===== src/rtl/adf4159_prog_sched.sv =====
// Round-robin serial register programmer for six ADF4159 PLLs (MSB-first, LE strobe).
// Define ADF4159_LOCK_CHECK_EN to wait for PLL lock after every R0 write.
module adf4159_prog_sched #(
  parameter int CLK_DIV      = 4,
  parameter int LOCK_TIMEOUT = 4096
) (
  input  logic         clk,
  input  logic         rst,
  input  logic [5:0]   req,
  input  logic [191:0] req_word,
  output logic [5:0]   ack,
  output logic [5:0]   done,
  output logic         busy,
  output logic [5:0]   adf4159_clk,
  output logic [5:0]   adf4159_data,
  output logic [5:0]   adf4159_le,
  input  logic [5:0]   pll_lock,
  output logic [5:0]   lock_err
);
  localparam int LW = $clog2(LOCK_TIMEOUT + 1);
  localparam int CW = (LW > 8) ? LW : 8;
  localparam logic [CW-1:0] DIV_LAST = CW'(CLK_DIV - 1);

  typedef enum logic [2:0] {
    IDLE, LOAD, SHIFT_LO, SHIFT_HI, LE_SETUP, LE_HI, LOCK_WAIT, DONE
  } state_t;

  state_t         state_r;
  logic [2:0]     grant_r;
  logic [2:0]     last_grant_r;
  logic [31:0]    word_r;
  logic [4:0]     bit_r;
  logic [CW-1:0]  cnt_r;

  logic [2:0]     pick_s;
  logic [5:0]     pick_oh_s;
  logic [31:0]    pick_word_s;
  logic [5:0]     sel_s;

  // First requester after last_grant, wrapping modulo 6; i=1 is evaluated last so it wins.
  function automatic logic [2:0] rr_pick(input logic [5:0] r, input logic [2:0] last);
    logic [2:0] idx;
    logic [2:0] res;
    res = last;
    for (int i = 6; i >= 1; i--) begin
      idx = 3'((int'(last) + i) % 6);
      if (r[idx]) begin
        res = idx;
      end
    end
    return res;
  endfunction

  assign pick_s      = rr_pick(req, last_grant_r);
  assign pick_oh_s   = 6'b000001 << pick_s;
  assign pick_word_s = req_word[{pick_s, 5'd0} +: 32];
  assign sel_s       = 6'b000001 << grant_r;

`ifdef ADF4159_LOCK_CHECK_EN
  localparam logic [CW-1:0] TMO_LAST = CW'(LOCK_TIMEOUT - 1);
  logic [5:0] lock_meta_r;
  logic [5:0] lock_sync_r;

  // Two-flop synchronizer for the asynchronous lock-detect pins
  always_ff @(posedge clk) begin
    if (rst) begin
      lock_meta_r <= 6'b000000;
      lock_sync_r <= 6'b000000;
    end else begin
      lock_meta_r <= pll_lock;
      lock_sync_r <= lock_meta_r;
    end
  end
`else
  logic lock_unused_s;
  assign lock_unused_s = ^pll_lock;
`endif

  // Transaction FSM; every output is registered with the value of the state being entered
  always_ff @(posedge clk) begin
    if (rst) begin
      state_r      <= IDLE;
      grant_r      <= 3'd0;
      last_grant_r <= 3'd5;
      word_r       <= 32'h0000_0000;
      bit_r        <= 5'd0;
      cnt_r        <= '0;
      ack          <= 6'b000000;
      done         <= 6'b000000;
      busy         <= 1'b0;
      adf4159_clk  <= 6'b000000;
      adf4159_data <= 6'b000000;
      adf4159_le   <= 6'b000000;
      lock_err     <= 6'b000000;
    end else begin
      ack  <= 6'b000000;
      done <= 6'b000000;
      case (state_r)
        IDLE: begin
          if (req != 6'b000000) begin
            grant_r      <= pick_s;
            last_grant_r <= pick_s;
            word_r       <= pick_word_s;
            ack          <= pick_oh_s;
            adf4159_data <= pick_word_s[31] ? pick_oh_s : 6'b000000;
            busy         <= 1'b1;
            state_r      <= LOAD;
          end else begin
            busy         <= 1'b0;
            adf4159_clk  <= 6'b000000;
            adf4159_data <= 6'b000000;
            adf4159_le   <= 6'b000000;
          end
        end
        LOAD: begin
          bit_r   <= 5'd31;
          cnt_r   <= '0;
          state_r <= SHIFT_LO;
        end
        SHIFT_LO: begin
          if (cnt_r == DIV_LAST) begin
            cnt_r       <= '0;
            adf4159_clk <= sel_s;
            state_r     <= SHIFT_HI;
          end else begin
            cnt_r <= cnt_r + 1'b1;
          end
        end
        SHIFT_HI: begin
          if (cnt_r == DIV_LAST) begin
            cnt_r       <= '0;
            adf4159_clk <= 6'b000000;
            if (bit_r == 5'd0) begin
              adf4159_data <= 6'b000000;
              state_r      <= LE_SETUP;
            end else begin
              bit_r        <= bit_r - 5'd1;
              adf4159_data <= word_r[bit_r - 5'd1] ? sel_s : 6'b000000;
              state_r      <= SHIFT_LO;
            end
          end else begin
            cnt_r <= cnt_r + 1'b1;
          end
        end
        LE_SETUP: begin
          if (cnt_r == DIV_LAST) begin
            cnt_r      <= '0;
            adf4159_le <= sel_s;
            state_r    <= LE_HI;
          end else begin
            cnt_r <= cnt_r + 1'b1;
          end
        end
        LE_HI: begin
          if (cnt_r == DIV_LAST) begin
            cnt_r      <= '0;
            adf4159_le <= 6'b000000;
`ifdef ADF4159_LOCK_CHECK_EN
            if (word_r[2:0] == 3'b000) begin
              state_r <= LOCK_WAIT;
            end else begin
              done    <= sel_s;
              state_r <= DONE;
            end
`else
            done    <= sel_s;
            state_r <= DONE;
`endif
          end else begin
            cnt_r <= cnt_r + 1'b1;
          end
        end
`ifdef ADF4159_LOCK_CHECK_EN
        LOCK_WAIT: begin
          if (lock_sync_r[grant_r]) begin
            lock_err[grant_r] <= 1'b0;
            done              <= sel_s;
            state_r           <= DONE;
          end else if (cnt_r == TMO_LAST) begin
            lock_err[grant_r] <= 1'b1;
            done              <= sel_s;
            state_r           <= DONE;
          end else begin
            cnt_r <= cnt_r + 1'b1;
          end
        end
`endif
        DONE: begin
          busy    <= 1'b0;
          state_r <= IDLE;
        end
        default: begin
          busy         <= 1'b0;
          adf4159_clk  <= 6'b000000;
          adf4159_data <= 6'b000000;
          adf4159_le   <= 6'b000000;
          state_r      <= IDLE;
        end
      endcase
    end
  end
endmodule


===== config.mk =====
export PLATFORM = sky130hd
export DESIGN_NAME = adf4159_prog_sched
export DESIGN_NICKNAME = d
export VERILOG_FILES = /design/src/rtl/adf4159_prog_sched.sv
export SDC_FILE = /design/constraint.sdc
export NUM_CORES = 1
export LEC_CHECK = 0
export BUFFER_PORTS_ARGS = -buffer_cell sky130_fd_sc_hd__buf_2
export CELL_PAD_IN_SITES_DETAIL_PLACEMENT = 2
export CELL_PAD_IN_SITES_GLOBAL_PLACEMENT = 2
export CORE_MARGIN = 3
export CORE_UTILIZATION = 26
export DETAILED_ROUTE_END_ITERATION = 8
export PLACE_DENSITY_LB_ADDON = 0.2
export REMOVE_ABC_BUFFERS = 1
export SKIP_CTS_REPAIR_TIMING = 1
export SLEW_MARGIN = 20
export SYNTH_ARGS = -nofsm -noshare
export SYNTH_HDL_FRONTEND = slang
export SYNTH_SLANG_ARGS = --single-unit

===== constraint.sdc =====
create_clock -name clk -period 4.2 [get_ports clk]
set_input_delay 0.21 -clock clk [delete_from_list [all_inputs] [get_ports clk]]
set_output_delay 0.21 -clock clk [all_outputs]
set_load 0.02 [all_outputs]

* Word level (Yosys, flattened, before mapping)
Index checks and enable logic that the tools add are counted.
** Word-level totals
- Logic and storage cells :: 120
- Bits in latches :: 0
- ROM bits :: 0
- Memories kept :: 0
- Register bits :: 90
- Output and inout bits :: 37
- Bits in writable memories :: 0
- Bits of input ports :: 206
** Operators by class
- Bitwise operators :: 7
- Eq/ne operators :: 14
- Shifts and indexed selects :: 3
- Multipliers :: 0
- Reductions and logical operators :: 18
- Multiplexer cells :: 45
- Add/subtract/negate cells :: 8
- Divide/modulo/power cells :: 6
- $lt $le $gt $ge :: 7
** Operators with widths (count)
- modulo 32 x 4 -> 32 bit (second input constant) :: 6
- variable part select 192 x 9 -> 32 bit :: 1
- two-way mux 6 bit :: 8
- one-hot mux 6 bit (4 select lines) :: 2
- two-way mux 3 bit :: 12
- one-hot mux 13 bit (2 select lines) :: 1
- less-than comparator 3 x 4 -> 1 bit (second input constant) :: 6
- binary-select mux 1 bit (select 3 bit) :: 6
- one-hot mux 3 bit (6 select lines) :: 1
- one-hot mux 6 bit (3 select lines) :: 1
- != test 2 bit (second input constant) :: 7
- adder 13 x 1 -> 13 bit (second input constant) :: 1
- == test 13 x 2 -> 1 bit (second input constant) :: 1
- two-way mux 13 bit :: 1
- adder 3 x 3 -> 4 bit (second input constant) :: 3
- OR reduction 4 bit :: 3
- << shifter 1 x 3 -> 6 bit (first input constant) :: 2
- two-way mux 5 bit :: 2
- one-hot mux 5 bit (2 select lines) :: 1
- OR reduction 5 bit :: 2
- == test 3 bit (second input constant) :: 3
- adder 3 x 2 -> 4 bit (second input constant) :: 2
- two-way mux 1 bit :: 8
- AND reduction 4 bit :: 2
- 16 further kinds :: 26

* Logic depth before layout (Yosys ltp)
Gate-level depths: netlist of the first run.
- Depth in word-level cells :: 14
- Depth in mapped cells :: 18

* Least setup slack after synthesis of the first run
Ideal clock, no wire load.
- Path kind :: reg2reg
- Start :: register last_grant_r[2]
- End :: register word_r[17]
- Arrival time :: 3.975 ns
- Setup time :: 0.075 ns
- Path buffers :: 3
- Setup slack :: 0.151 ns
- Stages on the path, launching flop included :: 18
- Path through :: dfxtp_1 > buf_4 > inv_1 > ha_1 > a21oi_1 > inv_1 > ha_1 > and4b_1 > nor3_2 > mux2i_1 > a211oi_1 > o311ai_2 > a21oi_2 > or4_1 > buf_2 > buf_6 > o2bb2a_4 > o211ai_2
** Between the ends
- Word-level cells in the longest chain between the ends :: 11
- Elaborated cells between the ends (all ways) :: 31
- Classes of those cells :: add/sub (6); div (6); shift (1); mux (18)
** Ends and longest elaborated chain
- from (decl) :: RTL line 30 : logic [2:0] last_grant_r;
- from (signal assigned) :: RTL line 102 : last_grant_r <= pick_s;
- adder 3 x 3 -> 4 bit :: RTL line 46 : idx = 3'((int'(last) + i) % 6);
- modulo 32 x 4 -> 32 bit :: RTL line 46
- binary-select mux 1 bit (select 3 bit) :: RTL line 47 : if (r[idx]) begin
- two-way mux 1 bit (not written as such) :: RTL line 47
- two-way mux 3 bit (5 in a row) :: RTL line 47
- two-way mux 3 bit (*) :: RTL line 47
- variable part select 192 x 9 -> 32 bit (*) :: RTL line 56 : assign pick_word_s = req_word[{pick_s, 5'd0} +: 32];
- to (signal assigned) :: RTL line 103 : word_r <= pick_word_s;
- to (decl) :: RTL line 31 : logic [31:0] word_r;
Mark *: on every way between the ends. The rest lies on a longest branch, timed or not. The select of a mux whose other input is x is not followed.
A chain may end at the register's enable or synchronous reset.

* Final worst setup path of the first run
- Start :: register last_grant_r[0]
- End :: register word_r[2]
The elaborated chain is that of the path after synthesis.

==> impl_metrics.csv, run 1 <==
group,metric,value,unit
clocking,cts-buffers-inserted,9,
place,hpwl,20.3,mm
worst_setup_path,cpPeakStageDelay,0.56,ns
power,power_leakage,3.86,nW
timing,tightest_slew,0.717,ns
worst_hold_path,hold_path_class,"input pin to flip-flop",
logic_synthesis,synth_seq_cells,89,
logic_synthesis,yosys.area.top_type,"dfxtp_1",
cells_and_area,multi_input_area,4470,µm²
place,portBuffers,230,
timing,fmaxAchievable,253,MHz
detailed_routing,wirelength,25.5,mm
grt,grt_first_pass_wirelength,39.5,mm
clocking,path_clk_slew,0.07,ns
detailed_routing,ant_nets,0,
detailed_routing,via_per_inst,4.98,
timing,hold_violations,0,
cells_and_area,fillers,2853,
die,die_y,165,µm
logic_synthesis,yosysWarnings,0,
worst_setup_path,startpoint_type,"flip-flop",
power,peakVddDrop,503,µV
timing,period_minus_slack,3.96,ns
clocking,cts.sinks,89,
cells_and_area,regArea,1780,µm²
grt,overflow,0,
worst_setup_path,crit_path_end_kind,"flip-flop",
clocking,clock_latency,0.35,ns
timing,finClkSkew,0.00841,ns
power,switchingPower,3.39,mW
logic_synthesis,syn_inst,749,
worst_setup_path,cp-endpoint,"word_r[2]",
power,power,7.52,mW
logic_synthesis,synth-main-ff-cell,"dfxtp_1",
die,initial_utilization,0.268,
logic_synthesis,syn_area,6590,µm²
logic_synthesis,synth_top_cell_area_share,0.270,
cells_and_area,fin_nets,1197,
die,pin_count,243,
timing,relSlewSlack,0.519,
logic_synthesis,syn_area_per_cell,8.80,µm²
timing,fin_crit_sh,0.942,
logic_synthesis,yosys-top-cells-area,"dfxtp_1 27%, mux2i_1 13%, mux2_2 6.3%",
place,dpl-instance-area,8220,µm²
timing,maxSlewViolCount,0,
detailed_routing,drtIter0Drc,163,
grt,antenna_found_initial,12,
power,p_comb_frac,0.750,
grt,grt_max_degree,33,
logic_synthesis,async_flop_share,0,
power,p_sw_frac,0.450,
worst_setup_path,crit_cells,15,
place,gp_congestion,0.810,
logic_synthesis,yosysSeqAreaShare,0.270,
cells_and_area,drive_gt1_frac,0.386,
detailed_routing,wl_per_cell,19.4,µm
cells_and_area,fin_util,0.349,
logic_synthesis,synthDistinctLibCells,68,
worst_hold_path,worstHoldPathCells,3,
timing,fin_hold_ws,0.0826,ns
cells_and_area,synthToLayoutAreaGrowth,30.3,%
die,die_w,165,µm
logic_synthesis,synth-edff-count,0,
worst_setup_path,cp-startpoint,"last_grant_r[0]",
power,powerDensity,876,nW/µm²
clocking,clockBufferDepth,2,
worst_setup_path,rr_worst_depth,15,
detailed_routing,route.detailed.drc,0,
flow_run,drv_cap,0,
grt,grt_pass1_vias,7076,
worst_setup_path,worst-path-buf-inv,3,
power,power_frac_seq,0.147,
worst_setup_path,path_delay_family,"simple AND/OR/NAND/NOR gates",
outcome,outcome,"finished clean",
worst_setup_path,ff2ff_setup_slack,0.24,ns
worst_setup_path,r2r-start,"last_grant_r[0]",
timing,setup_viol,0,
worst_setup_path,critPathMaxFanout,11,
worst_setup_path,path_class,"flip-flop to flip-flop",
worst_setup_path,reg2reg_to,"word_r[2]",
clocking,cts_tree,"yes",
die,rows,57,
grt,grt_usage,0.186,
power,p_clk_frac,0.103,
worst_setup_path,arrival,4.22,ns
clocking,htreeDepth,3,
cells_and_area,final_area,8580,µm²
die,die_area,27300,µm²
worst_setup_path,critical_path.slowest_cell,"or4_1",
detailed_routing,num_vias,6526,
worst_setup_path,critPathRequiredTime,4.46,ns
power,p_int,4.13,mW
detailed_routing,dr.pass1.iters,4,
die,core_area,24600,µm²
clocking,cts_root_buffer,"clkbuf_16",
worst_setup_path,path_cells,"ha_1 -> xor2_1 -> inv_2 -> ha_1 -> and4b_1 -> nor3_4 -> mux2i_2 -> a211oi_1 -> o311ai_2 -> buf_4 -> a21oi_4 -> or4_1 -> buf_4 -> o2bb2a_1 -> o211ai_1",
==> synthesized netlist by cell type (all sizes together), types with 2 or more instances <==
| cell | count |
|---|---|
| o21a | 4 |
| a22oi | 5 |
| clkbuf | 26 |
| inv | 46 |
| o31ai | 2 |
| nand2 | 61 |
| nor2 | 77 |
| mux2 | 37 |
| xnor2 | 5 |
| buf | 27 |
| or4 | 3 |
| a21o | 6 |
| mux2i | 84 |
| a311oi | 4 |
| nand4 | 2 |
| nand2b | 11 |
| o2bb2a | 28 |
| o21ai | 17 |
| mux4 | 11 |
| ha | 13 |
| nor3 | 19 |
| a211o | 4 |
| and3 | 10 |
| or3 | 11 |
| nand3b | 3 |
| nor3b | 5 |
| o32a | 5 |
| or2 | 4 |
| and2 | 3 |
| o221ai | 2 |
| nor4 | 4 |
| a21oi | 28 |
| a211oi | 10 |
| a31oi | 8 |
| nor4b | 2 |
| a2bb2oi | 2 |
| o211ai | 31 |
| dfxtp | 89 |
| nand3 | 15 |
| nor2b | 5 |
| xor2 | 8 |
| o22a | 2 |
==> state kept, by name (all words and copies together), names as in the netlist, 5 cells and up <==
name          flops
cnt_r            13
bit_r             5
ack               6
adf4159_clk       6
adf4159_le        6
done              6
word_r           32
adf4159_data      6
==> per-layer routing <==
layer / up-vias / routed length [µm] / global-route usage
met1: 3118 / 10600 / 0.225
li1: 3180 / - / -
met2: 169 / 12800 / 0.328
met4: 22 / 256 / 0.0297
met5: - / 138 / 0
met3: 37 / 1690 / 0.0576
==> cell families after synthesis <==
logic type	Yosys count	synth area share
other	1	0.000569
AO/OA/AOI/OAI	166	0.219
flip-flops	89	0.270
AND/OR/NAND/NOR	236	0.171
multiplexers	132	0.228
adder cells (fa/ha/maj)	13	0.0247
buffers and inverters	99	0.0676
XOR/XNOR	13	0.0184
==> power by group through the flow <==
stage	clock (mW)	combinational, mW	sequential [mW]
after global routing	0.850	6.14	1.12
after global placement	0	5.51	1.11
after floorplan	0	2.99	1.15
after detailed placement	0	5.59	1.12
after CTS	0.806	5.62	1.10
final	0.775	5.64	1.10
==> stage by stage <==
stage,cells,setup slack (ns),TNS [ns]
after floorplan,701,-4.58,-163.95
after global placement,1289,0.222,0
after detailed placement,1289,0.0941,0
after CTS,1305,0.0296,0
after global routing,1308,-0.0242,-0.0242
final,1310,0.242,0
==> worst min-delay path by stage <==
stage | end | startpoint
floorplan | busy | rst
global placement | word_r[20] | req_word[148]
detailed placement | word_r[20] | req_word[148]
CTS | word_r[20] | req_word[148]
global route | word_r[8] | req_word[136]
finish | word_r[20] | req_word[148]
==> cell type report <==
| type | instances | share of cell area |
|---|---|---|
| clock inverter | 3 | 0.00175 |
| antenna | 3 | 0.000875 |
| timing repair buffer | 266 | 0.171 |
| inverter | 46 | 0.0201 |
| multi-input combinational | 566 | 0.520 |
| sequential | 89 | 0.208 |
| tap | 324 | 0.0472 |
| clock buffer | 13 | 0.0303 |
==> placed cells by master (no fill, tap or decap), drive strengths merged, types with 5 or more instances in the layout <==
cell type  count
or3           11
o21ai         17
a31oi          8
o211ai        31
nor2          77
mux4          11
dfxtp         89
buf          266
conb           6
o32a           5
and3          10
nor2b          5
a22oi          5
xnor2          5
nand2         61
a21oi         28
ha            13
a211oi        10
clkbuf        13
xor2           8
mux2i         84
inv           46
nand3         15
a21o           6
mux2          37
nand2b        11
nor3b          5
nor3          19
o2bb2a        28
==> worst reg2reg max path: cells and delay by family (launching register included) <==
family          cells  cell delay [ns]
compound gates      5             0.90
xor+xnor            1             0.19
fa+ha+maj           2             0.52
buf+inv             3             0.49
flops               1             0.38
mux                 1             0.31
simple gates        3             1.09
Note: power is estimated with default switching activity, not from simulation.
==> inputs of run 2 (changes only) <==
- CORE_ASPECT_RATIO: default -> 0.9
==> impl_metrics.csv, run 2 (same netlist as run 1, synthesis figures left out) <==
group,metric,value,unit
outcome,outcome,"finished clean",
cells_and_area,drive_gt1_frac,0.391,
worst_setup_path,critPathRequiredTime,4.46,ns
flow_run,drv_cap,0,
clocking,cts_tree,"yes",
worst_setup_path,arrival,4.19,ns
grt,grt_max_degree,34,
place,portBuffers,230,
clocking,cts-buffers-inserted,9,
cells_and_area,fin_nets,1202,
timing,tns,0,ns
grt,overflow,0,
grt,antenna_found_initial,1,
clocking,cts_root_buffer,"clkbuf_16",
timing,fmaxAchievable,255,MHz
timing,fin_ws,0.273,ns
timing,fin_hold_ws,0.0814,ns
place,hpwl,20.3,mm
detailed_routing,num_vias,6550,
die,core_area,24600,µm²
timing,finClkSkew,0.0144,ns
worst_hold_path,hold_path_class,"input pin to flip-flop",
cells_and_area,max_flop_register,"word_r",
die,pin_count,243,
timing,tightest_slew,0.763,ns
clocking,clockBufferDepth,2,
worst_hold_path,hp-start,"req_word[153]",
clocking,htreeDepth,3,
worst_setup_path,path_class,"flip-flop to flip-flop",
detailed_routing,dr.pass1.iters,6,
place,gp_congestion,0.850,
worst_setup_path,r2r-start,"last_grant_r[2]",
grt,grt_usage,0.178,
worst_setup_path,startpoint_type,"flip-flop",
clocking,path_clk_slew,0.07,ns
worst_setup_path,cp-startpoint,"last_grant_r[2]",
cells_and_area,fillers,2867,
place,place_ws,0.109,ns
clocking,clock_latency,0.35,ns
detailed_routing,route.detailed.drc,0,
timing,hold_violations,0,
cells_and_area,synthToLayoutAreaGrowth,31.2,%
cells_and_area,largest_reg_flops,32,
timing,fin_crit_sh,0.935,
grt,grt_first_pass_wirelength,38.6,mm
timing,relSlewSlack,0.487,
cells_and_area,final_cell_count_no_fill,1324,
die,die_w,174,µm
clocking,cts.sinks,89,
timing,period_minus_slack,3.93,ns
power,power_leakage,3.89,nW
timing,setup_viol,0,
cells_and_area,top_regs,"word_r x32, cnt_r x13",
detailed_routing,via_per_inst,4.95,
detailed_routing,wirelength,24.8,mm
power,powerDensity,878,nW/µm²
cells_and_area,mostFrequentLayoutCells,"230 x buf_2, 87 x dfxtp_1, 83 x mux2i_1",
die,initial_utilization,0.268,
timing,maxSlewViolCount,0,
cells_and_area,fin_util,0.352,
die,rows,54,
detailed_routing,drtIter0Drc,191,
worst_setup_path,crit_path_end_kind,"flip-flop",
detailed_routing,wl_per_cell,18.8,µm
grt,grt_pass1_vias,7018,
worst_setup_path,critPathMaxFanout,29,
cells_and_area,layout_commonest_cell,"buf_2",
detailed_routing,ant_nets,0,
place,dp_cells,1307,
power,peakVddDrop,843,µV
cells_and_area,diodes,0,
worst_setup_path,ff2ff_setup_slack,0.27,ns
die,die_area,27300,µm²
die,die_y,157,µm
[run 2: changes by cell type in the layout (fill, tap and decap cells not counted), moves of 2 or more]
cell / previous run / this run
diode_2: 3 / 0
clkinvlp_4: 0 / 2
clkbuf_8: 2 / 0
clkbuf_1: 2 / 0
clkinv_2: 3 / 0
inv_6: 0 / 2
buf_4: 32 / 35
[run 2: cell type report]
cell class              count  area [µm²]  area share
clock buffers               9         225      0.0260
clock inverters             7        68.8     0.00796
inverters                  46         173      0.0200
multi-input cells         566        4450       0.515
flip-flops and latches     89        1780       0.206
well taps                 336         420      0.0486
repair buffers            271        1530       0.176
[run 2: per-layer routing]
layer / share of wire / wire [µm] / vias to the layer above / global-route usage
li1: - / - / 3178 / -
met1: 0.44 / 11000 / 3190 / 0.222
met2: 0.49 / 12200 / 167 / 0.317
met3: 0.055 / 1370 / 13 / 0.0441
met4: 0.0071 / 176 / 2 / 0.0295
met5: 0.00052 / 13 / - / 0
[run 2: report_power, final]
group          leakage, nW  total, mW  internal, mW  switching, mW
Clock                0.137      0.797         0.416          0.381
Combinational         3.03       5.68          2.70           2.99
Sequential           0.727       1.11          1.01          0.103
Total                 3.89       7.59          4.12           3.47
[run 2: through the flow]
step                      instance area [µm²]  power (mW)
after floorplan                          6330        4.14
after global placement                   8290        6.73
after detailed placement                 8290        6.82
after CTS                                8590        7.66
after global routing                     8650        8.21
final                                    8650        7.59
[run 2: worst max-delay path: stages (launching register included)]
cell      delay (ns)
dfxtp_1         0.34
inv_1           0.09
ha_1            0.20
a21oi_1         0.19
inv_1           0.07
ha_1            0.30
and4b_1         0.22
nor3_4          0.28
mux2i_2         0.30
a211oi_1        0.12
o311ai_2        0.26
buf_4           0.17
a21oi_4         0.08
or4_1           0.57
buf_12          0.19
o2bb2a_1        0.32
o211ai_1        0.10
[run 2: final timing paths]
| check | endpoint | cells past startpoint |
|---|---|---|
| setup / recovery | word_r[29] | 16 |
| hold / removal | word_r[25] | 3 |
| setup reg to reg | word_r[29] | 16 |
| hold reg to reg | busy | 2 |
==> inputs of run 3 (changes only) <==
- ABC_AREA: default -> 1
- CORE_UTILIZATION: 26 -> 22
==> impl_metrics.csv, run 3 <==
group,metric,value,unit
detailed_routing,num_vias,7158,
clocking,cts_root_buffer,"clkbuf_16",
clocking,cts.sinks,89,
worst_hold_path,hp-start,"req_word[165]",
worst_setup_path,critPathMostFrequentCell,"nand2_1",
timing,rsz0062_at_grt,"no",
worst_setup_path,path_class,"flip-flop to flip-flop",
cells_and_area,drive_gt1_frac,0.276,
worst_setup_path,rr_worst_depth,29,
worst_setup_path,cpPeakStageDelay,0.31,ns
logic_synthesis,synth-edff-count,0,
grt,overflow,0,
cells_and_area,fin_nets,1364,
timing,relSlewSlack,0.405,
cells_and_area,max_flop_register,"word_r",
timing,tightest_slew,0.885,ns
cells_and_area,synthToLayoutAreaGrowth,35.2,%
worst_setup_path,critical_path.slowest_cell,"dfxtp_1",
timing,fin_crit_sh,0.893,
detailed_routing,wl_met2,12.6,mm
grt,grt_max_degree,39,
die,pin_count,243,
cells_and_area,mostFrequentLayoutCells,"281 x nand2_1, 230 x buf_2, 95 x nand3_1",
logic_synthesis,synth.most_common_cell,"nand2_1",
worst_setup_path,critPathRequiredTime,4.48,ns
logic_synthesis,synthTopCellsByCount,"281 x nand2_1, 95 x nand3_1, 89 x dfxtp_1",
logic_synthesis,syn_area,5900,µm²
detailed_routing,via_per_inst,4.77,
logic_synthesis,synth_top_cell_area_share,0.302,
worst_setup_path,ff2ff_setup_slack,0.45,ns
grt,grt_pass1_vias,7733,
clocking,clock_latency,0.36,ns
logic_synthesis,yosys.area.top_type,"dfxtp_1",
clocking,htreeDepth,3,
die,initial_utilization,0.225,
logic_synthesis,yosysWarnings,0,
timing,hold_violations,0,
worst_hold_path,hold_end,"word_r[5]",
logic_synthesis,synth_top_family_by_area,"simple AND/OR/NAND/NOR gates",
logic_synthesis,synthDistinctLibCells,45,
place,place_ws,0.358,ns
die,core_area,26200,µm²
detailed_routing,highest_layer,"met5",
cells_and_area,largest_reg_flops,32,
logic_synthesis,synth-main-ff-cell,"dfxtp_1",
worst_hold_path,worstHoldPathCells,3,
timing,setup_viol,0,
logic_synthesis,yosys-top-cells-area,"dfxtp_1 30%, nand2_1 18%, nand3_1 8.1%",
detailed_routing,drtIter0Drc,265,
cells_and_area,layout_commonest_cell,"nand2_1",
timing,fin_ws,0.451,ns
grt,antenna_found_initial,8,
timing,tns,0,ns
die,die_area,28800,µm²
grt,grt_first_pass_wirelength,41.8,mm
place,gp_congestion,0.769,
worst_setup_path,reg2reg_to,"adf4159_data[5]",
outcome,outcome,"finished clean",
timing,finClkSkew,0.0120,ns
clocking,clockBufferDepth,2,
die,rows,56,
detailed_routing,wl_per_cell,17.6,µm
worst_setup_path,r2r-start,"grant_r[1]",
detailed_routing,wirelength,26.4,mm
detailed_routing,route.detailed.drc,0,
worst_setup_path,critPathMaxFanout,12,
worst_setup_path,arrival,4.03,ns
flow_run,drv_cap,0,
detailed_routing,wl_met1,11.9,mm
die,die_w,179,µm
clocking,cts_tree,"yes",
cells_and_area,fin_util,0.305,
logic_synthesis,synth_xor_area_frac,0.00721,
logic_synthesis,syn_inst,910,
detailed_routing,dr.pass1.iters,4,
place,hpwl,21.1,mm
detailed_routing,ant_nets,0,
worst_setup_path,crit_path_end_kind,"flip-flop",
logic_synthesis,yosysSeqAreaShare,0.302,
clocking,path_clk_slew,0.07,ns
logic_synthesis,yosys.area_share.adder,0.0276,
logic_synthesis,synthSimpleGateAreaFrac,0.362,
place,portBuffers,230,
detailed_routing,wl_met3,1.59,mm
logic_synthesis,muxShareOfSynthArea,0,
timing,maxSlewViolCount,0,
worst_hold_path,hold_path_class,"input pin to flip-flop",
logic_synthesis,synth_seq_cells,89,
logic_synthesis,synth_compound_area_frac,0.207,
clocking,cts-buffers-inserted,9,
logic_synthesis,async_flop_share,0,
timing,period_minus_slack,3.75,ns
grt,grt_usage,0.182,
worst_setup_path,startpoint_type,"flip-flop",
timing,fmaxAchievable,267,MHz
logic_synthesis,syn_area_per_cell,6.49,µm²
cells_and_area,top_regs,"word_r x32, cnt_r x13",
die,die_y,161,µm
## run 3: cell count changes after synthesis, sizes merged, moves of 28 or more
cell,delta
a22oi,+49
nor2,-28
a21oi,+35
mux2,-37
o2bb2a,-28
inv,+39
nand3,+82
nand2,+228
mux2i,-84
## run 3: cell families (layout without fill, tap and decap cells)
kind of cell | count (synthesis) | after routing
other | 1 | 8
adders and majority gates | 13 | 13
DFF | 89 | 89
AOI/OAI and AO/OA | 185 | 185
buffers and inverters | 133 | 368
xor gates and xnor gates | 4 | 4
and+or+nand+nor | 485 | 485
## run 3: through the flow
| stage | std cells | hold slack (ns) | cell area, µm² |
|---|---|---|---|
| after global placement | 1482 | 0.421 | 7640 |
| after floorplan | 868 | 0.279 | 5690 |
| after detailed placement | 1482 | 0.426 | 7640 |
| after CTS | 1498 | 0.0483 | 7970 |
| after global routing | 1498 | 0.0415 | 7980 |
| final | 1500 | 0.0569 | 7980 |
## run 3: layout make-up
class	count	area, µm²
fillers	3283	18200
multi-input cells	693	3600
flip-flops and latches	89	1780
repair buffers	266	1510
well taps	348	435
inverters	86	323
clock buffers	10	239
clock inverters	6	90.1
diodes	2	5.00
## run 3: per-layer routing
layer,vias to the layer above,global-route usage
met5,-,0
met4,14,0.0297
met3,27,0.0512
met2,171,0.313
met1,3373,0.230
li1,3573,-
## run 3: worst max-delay path by stage
stage | start | end | slack, ns | cells past startpoint
after floorplan | grant_r[1] | word_r[18] | 0.28 | 24
after global placement | last_grant_r[2] | word_r[6] | 0.42 | 27
after detailed placement | last_grant_r[2] | word_r[22] | 0.36 | 27
after CTS | last_grant_r[2] | adf4159_data[1] | 0.33 | 28
after global routing | grant_r[1] | adf4159_data[1] | 0.04 | 29
final | grant_r[1] | adf4159_data[5] | 0.45 | 29
## run 3: worst max-delay path: cells and delay by family (launching register included)
kind	cells	cell delay (ns)
flip-flops	1	0.31
adder cells (fa/ha/maj)	2	0.50
AO/OA/AOI/OAI	2	0.23
buffers and inverters	5	0.59
AND/OR/NAND/NOR	20	2.03
Power of run 3 is not shown: default switching activity piles up to over one toggle a cycle in this logic, so the estimate is an artifact.
